`src/rtl/imm_split_encoder.sv`:
```
// rtl/imm_split_encoder.sv - narrows 8-bit constants into 5-bit SINGLE or HI/LO immediate beats
module imm_split_encoder #(
  parameter int DATA_W = 8,
  parameter int IMM_W  = 5,
  parameter int CNT_W  = 8
) (
  input  logic              clk,
  input  logic              rst_n,
  input  logic              in_valid,
  output logic              in_ready,
  input  logic [DATA_W-1:0] din,
  output logic              out_valid,
  input  logic              out_ready,
  output logic [IMM_W-1:0]  out_imm,
  output logic [1:0]        out_kind,
  output logic [CNT_W-1:0]  split_cnt,
  input  logic              clr_cnt
);

  localparam logic [1:0] KIND_SINGLE = 2'b00;
  localparam logic [1:0] KIND_HI     = 2'b01;
  localparam logic [1:0] KIND_LO     = 2'b10;

  // IDLE: nothing held, ONE: SINGLE held, HI: HI held with LO pending, LO: LO held
  typedef enum logic [1:0] {IDLE, ONE, HI, LO} state_t;

  state_t                state, state_d;
  logic [IMM_W-1:0]      imm_d;
  logic [1:0]            kind_d;
  logic [IMM_W-1:0]      lo_q, lo_d;
  logic [CNT_W-1:0]      cnt_d;
  logic                  accept;
  logic                  fits;
  logic [DATA_W-IMM_W:0] top_bits;
  logic [IMM_W-1:0]      hi_ext;

  // A constant fits one beat when everything from the immediate's sign bit upward is a sign copy
  assign top_bits = din[DATA_W-1:IMM_W-1];
  assign fits     = (&top_bits) | ~(|top_bits);

  // Upper part of a split constant, sign-extended to the immediate width
  assign hi_ext = IMM_W'($signed(din) >>> IMM_W);

  // HI must stay blocked so the pending LO beat always follows it
  assign in_ready  = (state == IDLE) || (((state == ONE) || (state == LO)) && out_ready);
  assign accept    = in_valid && in_ready;
  assign out_valid = (state != IDLE);

  // Next state, next beat and next counter value; a fresh accept overrides the drain path
  always_comb begin
    state_d = state;
    imm_d   = out_imm;
    kind_d  = out_kind;
    lo_d    = lo_q;
    cnt_d   = split_cnt;

    case (state)
      HI: begin
        if (out_ready) begin
          state_d = LO;
          imm_d   = lo_q;
          kind_d  = KIND_LO;
        end
      end
      ONE, LO: begin
        if (out_ready) begin
          state_d = IDLE;
        end
      end
      default: begin
      end
    endcase

    if (accept) begin
      if (fits) begin
        state_d = ONE;
        imm_d   = din[IMM_W-1:0];
        kind_d  = KIND_SINGLE;
      end else begin
        state_d = HI;
        imm_d   = hi_ext;
        kind_d  = KIND_HI;
        lo_d    = din[IMM_W-1:0];
        if (split_cnt != {CNT_W{1'b1}}) begin
          cnt_d = split_cnt + CNT_W'(1);
        end
      end
    end

    if (clr_cnt) begin
      cnt_d = '0;
    end
  end

  // State, held beat, pending LO part and split counter; reset drops any beat in flight
  always_ff @(posedge clk or negedge rst_n) begin
    if (!rst_n) begin
      state     <= IDLE;
      out_imm   <= '0;
      out_kind  <= KIND_SINGLE;
      lo_q      <= '0;
      split_cnt <= '0;
    end else begin
      state     <= state_d;
      out_imm   <= imm_d;
      out_kind  <= kind_d;
      lo_q      <= lo_d;
      split_cnt <= cnt_d;
    end
  end

endmodule

```
`config.mk`:
```
export PLATFORM = sky130hd
export DESIGN_NAME = imm_split_encoder
export DESIGN_NICKNAME = d
export VERILOG_FILES = /design/src/rtl/imm_split_encoder.sv
export SDC_FILE = /design/constraint.sdc
export NUM_CORES = 1
export LEC_CHECK = 0
export CAP_MARGIN = 20
export CORE_ASPECT_RATIO = 1.25
export CORE_MARGIN = 8
export CORE_UTILIZATION = 57
export CTS_CLUSTER_DIAMETER = 100
export CTS_CLUSTER_SIZE = 24
export DETAILED_ROUTE_END_ITERATION = 8
export DONT_BUFFER_PORTS = 1
export PLACE_DENSITY = 0.71
export RECOVER_POWER = 100
export SLEW_MARGIN = 15
export SYNTH_ARGS = -nofsm -noshare
export SYNTH_HDL_FRONTEND = slang
export SYNTH_SLANG_ARGS = --single-unit
```
`constraint.sdc`:
```
create_clock -name clk -period 4.8 [get_ports clk]
set_input_delay 0.96 -clock clk [delete_from_list [all_inputs] [get_ports clk]]
set_output_delay 0.96 -clock clk [all_outputs]
set_load 0.01 [all_outputs]
```
==> results.json <==
{
  "grt_pass1_wl_um": 4029,
  "track_usage": 0.1300,
  "die_w_um": 56.63,
  "cts.root.buffer_cell": "clkbuf_4",
  "critPathCaptureType": "flip-flop",
  "clock_latency_ns": 0.30,
  "drtIter0Drc": 23,
  "core-area_sq_um": 1959,
  "area_growth_syn_to_layout_pct": 1.170,
  "gp_congestion": 0.8783,
  "crit-reg2reg-launch": "state[0]$_DFFE_PN0P_",
  "synth.most_common_cell": "dfrtp_1",
  "post-route-drc-count": 0,
  "critPathKind": "in -> reg",
  "fin_skew_ns": 0.006451,
  "hold-worst-slack_ns": 0.3272,
  "p_per_area_nw_per_um2": 501.2,
  "cts_tree": "yes",
  "setup_slack_ns": 2.080,
  "drive_gt1_frac": 0.06250,
  "async_reset_ff_frac": 1.000,
  "tightest_slew_ns": 1.509,
  "cp-startpoint": "out_ready",
  "postSynthCellCount": 114,
  "synth_edf_count": 0,
  "timing.critical_path.to": "split_cnt[5]$_DFFE_PN0P_",
  "drtPass1Iterations": 4,
  "portBuffers": 0,
  "r2r-end": "split_cnt[5]$_DFFE_PN0P_",
  "grt_start_max_net_pins": 23,
  "num_vias": 888,
  "reg2reg_setup_slack_ns": 2.23,
  "h-tree-depth": 1,
  "num_io_pins": 30,
  "total_power_mw": 0.5963,
  "path_cells": "and2_0 > o2111ai_1 > nor4_1 > mux2_1",
  "critPathMaxFanout": 21,
  "start_util": 0.6003,
  "netlist.area_leader.share": 0.4681,
  "synthTopCellsByArea": "dfrtp_1, a21oi_1, mux2_1",
  "tns_ns": 0,
  "setup_viol": 0,
  "synth_seq_cells": 22,
  "startpoint_type": "input port",
  "post-route-period-util": 0.5667,
  "diodes": 0,
  "gr-total-overflow": 0,
  "vias_per_cell": 6.727,
  "clk_pin_slew_ns": 0.13,
  "wl_per_cell_um": 18.96,
  "critPathSlowestCell": "o2111ai_1",
  "peakVddDrop_v": 0.0002694,
  "cts_setup_buffers": 0,
  "cp.required_ns": 5.00,
  "post-dp-hpwl_um": 1881,
  "clkSinkCount": 22,
  "synth_flop_cell": "dfrtp_1",
  "rsz0062_at_grt": "false",
  "synth_top_cell_by_area": "dfrtp_1",
  "nets": 127,
  "routed_wl_um": 2503,
  "cts_buffers": 3,
  "ys_top_cells_by_count": "dfrtp_1, a21oi_1, nand2_1",
  "syn_nets": 128,
  "cts_hold_buf": 0,
  "antenna_found_initial": 0,
  "clock.fmax_mhz": 367.6,
  "syn_area_per_cell_sq_um": 10.32,
  "cts.repair.resized": 0,
  "hold_path.class": "in -> async",
  "grt_pass1_vias": 869,
  "drv_cap": 1,
  "clockBufferDepth": 2,
  "timing.slew.headroom": -0.006893,
  "r2r_cells": 4,
  "cp_slowest_stage_delay_ns": 1.20,
  "final_util": 0.6073,
  "preCtsSetupSlack_ns": 2.383,
  "cp_data_arrival_time_ns": 2.92,
  "fp.dieH_um": 66.79,
  "drtAntennaViolNets": 0,
  "yosysWarnings": 0,
  "yosys.cell_types.count": 38,
  "p_leak_nw": 0.4805,
  "netlist_area_sq_um": 1176,
  "slew_viol_final": 22,
  "min_period_ns": 2.720,
  "violations": "capacitance limit, slew limit",
  "die_area_sq_um": 3782,
  "ys_seq_area_frac": 0.4681,
  "rows": 18,
  "outcome": "complete, but fails checks",
  "hold_viol": 0
}
-- flip-flops by register name (all words and copies together), names as in the netlist --
| register | cells |
|---|---|
| out_kind | 2 |
| out_imm | 5 |
| split_cnt | 8 |
| state | 2 |
| lo_q | 5 |
-- where the power goes --
part           internal (mW)  switching, mW  leakage (nW)
Clock                 0.0843         0.0560        0.0279
Sequential             0.246         0.0641         0.277
Combinational         0.0699         0.0758         0.175
-- cell type report --
class	count	area, sq um
multi-input combinational	84	554.3
clock buffer	3	22.52
clock inverter	1	30.03
inverter	2	7.507
tap	20	25.02
fill	163	769.5
sequential	22	550.5
-- layout by cell type, fill, tap and decap left out, types with 4 or more instances in the layout --
cell     synthesis  final
mux2_1           5      5
nand3_1          4      4
dfrtp_1         22     22
a21oi_1         12     12
mux2i_1          4      4
nand2_1         10     10
o31ai_1          4      4
nor2_1           4      5
o21ai_0          0      5
or4_1            4      5
-- metal layers --
layer | global-route usage | part of all wire | vias to the layer above
met4 | 0.05120 | 0.0068 | 0
met3 | 0.04753 | 0.078 | 2
met2 | 0.2266 | 0.52 | 29
met5 | 0 | 0 | -
met1 | 0.1396 | 0.40 | 432
li1 | - | - | 425
-- stage by stage --
| stage | area [sq um] | std cells |
|---|---|---|
| after floorplan | 1176 | 114 |
| after detailed placement | 1164 | 128 |
| after CTS | 1216 | 132 |
| after global placement | 1164 | 128 |
| final | 1190 | 132 |
| after global routing | 1190 | 132 |
-- worst min-delay path by stage --
| stage | start | endpoint | slack, ns | cells past startpoint |
|---|---|---|---|---|
| finish | rst_n | state[1]$_DFFE_PN0P_ | 0.33 | 0 |
| detailed placement | lo_q[4]$_DFFE_PN0P_ | lo_q[4]$_DFFE_PN0P_ | 0.49 | 1 |
| CTS | rst_n | out_imm[3]$_DFFE_PN0P_ | 0.32 | 0 |
| global route | rst_n | out_kind[1]$_DFFE_PN0P_ | 0.30 | 0 |
| floorplan | lo_q[0]$_DFFE_PN0P_ | lo_q[0]$_DFFE_PN0P_ | 0.46 | 1 |
| global placement | lo_q[0]$_DFFE_PN0P_ | lo_q[0]$_DFFE_PN0P_ | 0.48 | 1 |
-- critical path, delay by kind of cell --
kind / cells / cell delay, ns
compound gates: 1 / 1.20
simple gates: 2 / 0.38
mux: 1 / 0.37
-- logic make-up after synthesis --
group	synth area share
and+or+nand+nor	0.2107
DFF	0.4681
muxes	0.09149
AOI/OAI and AO/OA	0.1809
buffers and inverters	0.03830
adders and majority gates	0.01064
Note: power is estimated with default switching activity, not from simulation.
